### config.mk
export PLATFORM = sky130hd
export DESIGN_NAME = regfile_write_arbiter
export DESIGN_NICKNAME = d
export VERILOG_FILES = /design/src/rtl/regfile_write_arbiter.sv
export SDC_FILE = /design/constraint.sdc
export NUM_CORES = 1
export LEC_CHECK = 0
export BUFFER_PORTS_ARGS = -buffer_cell sky130_fd_sc_hd__buf_4
export CORE_UTILIZATION = 52
export DETAILED_ROUTE_END_ITERATION = 10
export PLACE_DENSITY_LB_ADDON = 0.15
export SETUP_SLACK_MARGIN = 0.05
export SLEW_MARGIN = 0
export SYNTH_ARGS = -nofsm -noshare
export SYNTH_HDL_FRONTEND = slang
export SYNTH_SLANG_ARGS = --single-unit
### constraint.sdc
create_clock -name clk -period 5.75 [get_ports clk]
set_clock_uncertainty 0.05 [all_clocks]
set_input_delay 0.8625 -clock clk [delete_from_list [all_inputs] [get_ports clk]]
set_output_delay 0.8625 -clock clk [all_outputs]
set_load 0.02 [all_outputs]
### src/rtl/regfile_write_arbiter.sv
// Single write-port arbiter for the 32x32 integer register file, with a
// pending-write scoreboard used by issue logic to detect RAW/WAW hazards.
module regfile_write_arbiter #(
  parameter int DATA_W = 32
) (
  input  logic              clk,
  input  logic              rst,
  // requester A: ALU writeback
  input  logic              a_valid,
  input  logic [4:0]        a_rd,
  input  logic [DATA_W-1:0] a_value,
  output logic              a_ready,
  // requester B: load / multi-cycle writeback
  input  logic              b_valid,
  input  logic [4:0]        b_rd,
  input  logic [DATA_W-1:0] b_value,
  output logic              b_ready,
  // register-file write port
  output logic              reg_write_en,
  output logic [4:0]        rd,
  output logic [DATA_W-1:0] rd_value,
  // issue-time destination marking
  input  logic              issue_en,
  input  logic [4:0]        issue_rd,
  // scoreboard query
  input  logic [4:0]        q_rs1,
  input  logic [4:0]        q_rs2,
  input  logic [4:0]        q_rd,
  output logic              hazard,
  output logic [31:0]       busy
);

  typedef enum logic {
    GRANT_A = 1'b0,
    GRANT_B = 1'b1
  } grant_e;

  grant_e              last_grant_q, last_grant_d;
  logic                wen_q, wen_d;
  logic [4:0]          rd_q, rd_d;
  logic [DATA_W-1:0]   val_q, val_d;
  logic [31:0]         busy_q, busy_d;

  logic                xfer_a, xfer_b, xfer;
  logic [4:0]          sel_rd;
  logic [DATA_W-1:0]   sel_val;

  // Readies depend only on valids and the pointer, never on payload.
  always_comb begin
    a_ready = 1'b0;
    b_ready = 1'b0;
    if (!rst) begin
      a_ready = a_valid && (!b_valid || (last_grant_q == GRANT_B));
      b_ready = b_valid && (!a_valid || (last_grant_q == GRANT_A));
    end
  end

  assign xfer_a = a_valid && a_ready;
  assign xfer_b = b_valid && b_ready;
  assign xfer   = xfer_a || xfer_b;

  always_comb begin
    sel_rd  = a_rd;
    sel_val = a_value;
    if (xfer_b) begin
      sel_rd  = b_rd;
      sel_val = b_value;
    end
  end

  always_comb begin
    last_grant_d = last_grant_q;
    wen_d        = 1'b0;
    rd_d         = rd_q;
    val_d        = val_q;
    busy_d       = busy_q;

    if (xfer) begin
      last_grant_d = xfer_b ? GRANT_B : GRANT_A;
      wen_d        = (sel_rd != 5'd0);
      rd_d         = sel_rd;
      val_d        = sel_val;
      if (sel_rd != 5'd0) begin
        busy_d[sel_rd] = 1'b0;
      end
    end

    // Applied after the clear so a newly issued writer keeps the register pending.
    if (issue_en && (issue_rd != 5'd0)) begin
      busy_d[issue_rd] = 1'b1;
    end
    busy_d[0] = 1'b0;
  end

  always_ff @(posedge clk) begin
    if (rst) begin
      last_grant_q <= GRANT_B;
      wen_q        <= 1'b0;
      rd_q         <= 5'd0;
      val_q        <= '0;
      busy_q       <= 32'd0;
    end else begin
      last_grant_q <= last_grant_d;
      wen_q        <= wen_d;
      rd_q         <= rd_d;
      val_q        <= val_d;
      busy_q       <= busy_d;
    end
  end

  assign reg_write_en = wen_q;
  assign rd           = rd_q;
  assign rd_value     = val_q;
  assign busy         = busy_q;

  assign hazard = ((q_rs1 != 5'd0) && busy_q[q_rs1]) ||
                  ((q_rs2 != 5'd0) && busy_q[q_rs2]) ||
                  ((q_rd  != 5'd0) && busy_q[q_rd]);

endmodule

==> metrics.md <==
| Metric | Value |
|---|---|
| Fin nets | `729` |
| Switching power share of the total | `29.6%` |
| Proportion of synthesized flip-flops having asynchronous set or reset | `0%` |
| Post-DRT Antenna Nets | `0` |
| Crit end category | `output pin` |
| Combined flip-flop and latch cell area | `1400 um^2` |
| Ratio of routed vias to standard cells | `6.09` |
| Setup slack at placement | `2.22 ns` |
| Multi-input logic area | `2410 um^2` |
| Clk slew on worst S/H paths | `0.09 ns` |
| Origin of the critical flop-to-flop path | `last_grant_q$_SDFFE_PP1N_` |
| Skew-Pair Late Insertion Delay | `0.34 ns` |
| Post-route worst setup slack | `2.19 ns` |
| Final Slew Violations | `0` |
| Net count of the mapped netlist | `588` |
| Depth of the CTS H-tree | `3` |
| Final estimated routing congestion in global placement | `0.888` |
| Worst hold path startpoint | `rd_value[9]$_SDFFE_PP0N_` |
| Total of flip-flops plus latches after synthesis | `70` |
| TritonCTS Buffers | `9` |
| Worst slew margin relative to its limit | `42.6%` |
| Detailed placement HPWL | `9.20 mm` |
| Sw Pwr | `368 uW` |
| Register share of total power | `42.3%` |
| Proportion of netlist area held by the largest area contributor | `34.9%` |
| TritonCTS clock tree | `done` |
| Global routing met2 resource utilization | `50.6%` |
| Cell variety after synth | `53` |
| Final sum of negative setup slack | `0 ns` |
| Number of antenna violations at the first check in global routing | `0` |
| Number of global-route vias before repair | `4021` |
| Overall via count from detail_route | `4472` |
| Cell area power density | `227 nW/um^2` |
| Width of the die | `89.9 um` |
| GRT Max-Usage Layer | `met2` |
| Inserted Diodes | `0` |
| Count of cells resized by post-cts repair | `0` |
| Reg2Reg Setup Slack | `3.60 ns` |
| PortBufs | `170` |
| Maximum operating frequency | `0.281 GHz` |
| Largest net degree at the start of global routing | `75` |
| Average wire length per cell after detail routing | `17.5 um` |
| Effective utilization at floorplan | `54.5%` |
| Number of synthesized flops with an enable pin | `0` |
| Result of the run | `finished, final reports clean` |
| Cell row count | `31` |
| Final period demand of the worst path | `3.56 ns` |
| Routing usage on met3 | `4.40%` |
| Largest buffer count on any clock path | `2` |
| Number of sinks driven by the clock tree | `70` |
| Critical path origin | `rst` |
| Cell with the most instances after synthesis | `sky130_fd_sc_hd__nand2_1` |
| Worst-Margin Slew | `0.860 ns` |
| Fillcell total | `606` |
| Critical Path RT | `4.84 ns` |
| Per-instance average area after synthesis | `8.21 um^2` |
| Number of optimization iterations in the first detailed-route pass | `6` |
| # hold bufs at CTS | `0` |
| Overall power | `1.24 mW` |
| Peak supply drop | `0.000153 V` |
| Class of the most critical setup path | `in -> out` |
| Warnings, synthesis | `0` |
| Total length of routed wires | `12.8 mm` |
| Number of violations reported at the end of detailed-routing iteration 0 | `295` |
| Worst Setup Start Kind | `primary input` |
| Max-cap violations | `0` |
| Largest fanout on the critical path | `73` |
| Min-Delay Path Class | `reg -> reg` |
| P_leak | `2.31 nW` |
| Share of synthesized area occupied by flip-flops and latches | `34.9%` |
| Synthesized area | `4020 um^2` |
| Global-route congestion overflow total | `0` |
| I/O pins | `172` |
| Biggest area consumer among synthesized cells | `sky130_fd_sc_hd__dfxtp_1` |
| Vert. Die Dim | `89.9 um` |
| Relative contribution of the clock network to total power | `35.9%` |
| Setup Viol. Count Final | `0` |
| Root buf cell | `sky130_fd_sc_hd__clkbuf_8` |
| Arrival @ worst endpoint | `2.65 ns` |
| Fraction of layout instances using a drive strength above 1 | `33.4%` |
| Synth-to-layout area growth | `36.2%` |
| Global-route usage over all layers | `30.8%` |
| Final cycle utilization of the critical path | `61.9%` |
| Buffers inserted by post-CTS timing repair | `0` |
| Drc violations | `0` |
| Met1 global-route usage | `41.0%` |
| Total die area | `8080 um^2` |
| Combinational share of power | `21.9%` |
| Dominant synthesized flop cell | `sky130_fd_sc_hd__dfxtp_1` |
| Area of the core | `7370 um^2` |
| Most frequent cells after synthesis | `sky130_fd_sc_hd__nand2_1, sky130_fd_sc_hd__dfxtp_1, sky130_fd_sc_hd__nor2_1` |
| Ranking of synthesized cells by area | `sky130_fd_sc_hd__dfxtp_1, sky130_fd_sc_hd__nand2_1, sky130_fd_sc_hd__a311oi_1` |
| Unrepaired setup endpoints after global routing | `false` |
| First-pass GRT wire length | `20.0 mm` |
| Number of hold-slack violations in the final timing report | `0` |
| Internal power | `875 uW` |
| Post-Synthesis Cells | `489` |
worst max-delay path: stages:
cell	delay, ns
sky130_fd_sc_hd__buf_4	0.32
sky130_fd_sc_hd__nor2b_1	0.53
sky130_fd_sc_hd__nand2_1	0.16
sky130_fd_sc_hd__inv_2	0.48
sky130_fd_sc_hd__buf_4	0.25
cell families after synthesis:
group / synth area share, %
compound gates: 24.7
buf+inv: 5.27
flops: 34.9
mux: 12.9
other cells: 0.0934
simple gates: 22.1
placed cells by master, fill, tap and decap left out, types with 5 or more instances in the layout:
cell,count
sky130_fd_sc_hd__nand2_1,110
sky130_fd_sc_hd__buf_4,172
sky130_fd_sc_hd__nand2b_1,7
sky130_fd_sc_hd__nor2_1,52
sky130_fd_sc_hd__inv_1,5
sky130_fd_sc_hd__mux4_2,12
sky130_fd_sc_hd__dfxtp_1,70
sky130_fd_sc_hd__mux2i_1,11
sky130_fd_sc_hd__nor2b_1,5
sky130_fd_sc_hd__a21oi_1,33
sky130_fd_sc_hd__o31ai_1,29
sky130_fd_sc_hd__a311oi_1,37
sky130_fd_sc_hd__clkbuf_8,9
stage by stage:
step	util, %	instance area (um^2)	hold WS [ns]	cells
finish	74.2	5470	0.450	734
global route	74.2	5470	0.474	734
CTS	74.2	5470	0.454	734
detailed placement	71.2	5250	0.441	718
global placement	71.2	5250	0.436	718
floorplan	-	4020	0.453	489
registers in the layout, indices dropped and copies added, names as in the netlist:
name,count
rd,5
busy,31
last_grant_q,1
reg_write_en,1
rd_value,32
routing by layer:
layer,share of wire (%),vias to the layer above
li1,-,2091
met1,41,2102
met2,48,252
met3,8.7,27
met4,2.3,0
met5,0,-
worst paths after layout:
path              cells past startpoint                       end
setup / recovery                      5                   b_ready
hold / removal                        2  rd_value[9]$_SDFFE_PP0N_
hold reg to reg                       2  rd_value[9]$_SDFFE_PP0N_
setup reg to reg                      6        busy[7]$_SDFF_PP0_
power groups by stage:
stage	Combinational (mW)	Sequential (mW)	Clock, mW
final	0.272	0.525	0.446
after global routing	0.292	0.528	0.473
after detailed placement	0.269	0.536	0
after floorplan	0.123	0.562	0
after global placement	0.264	0.535	0
after CTS	0.270	0.525	0.451
layout make-up:
cell class,instances,share of cell area [%]
Multi-Input combinational cell,371,44.1
Sequential cell,70,25.6
Timing Repair Buffer,172,23.6
Clock buffer,9,2.26
Tap cell,99,2.26
Clock inverter,7,1.76
Inverter,6,0.412
(Power assumes the default switching activity.)
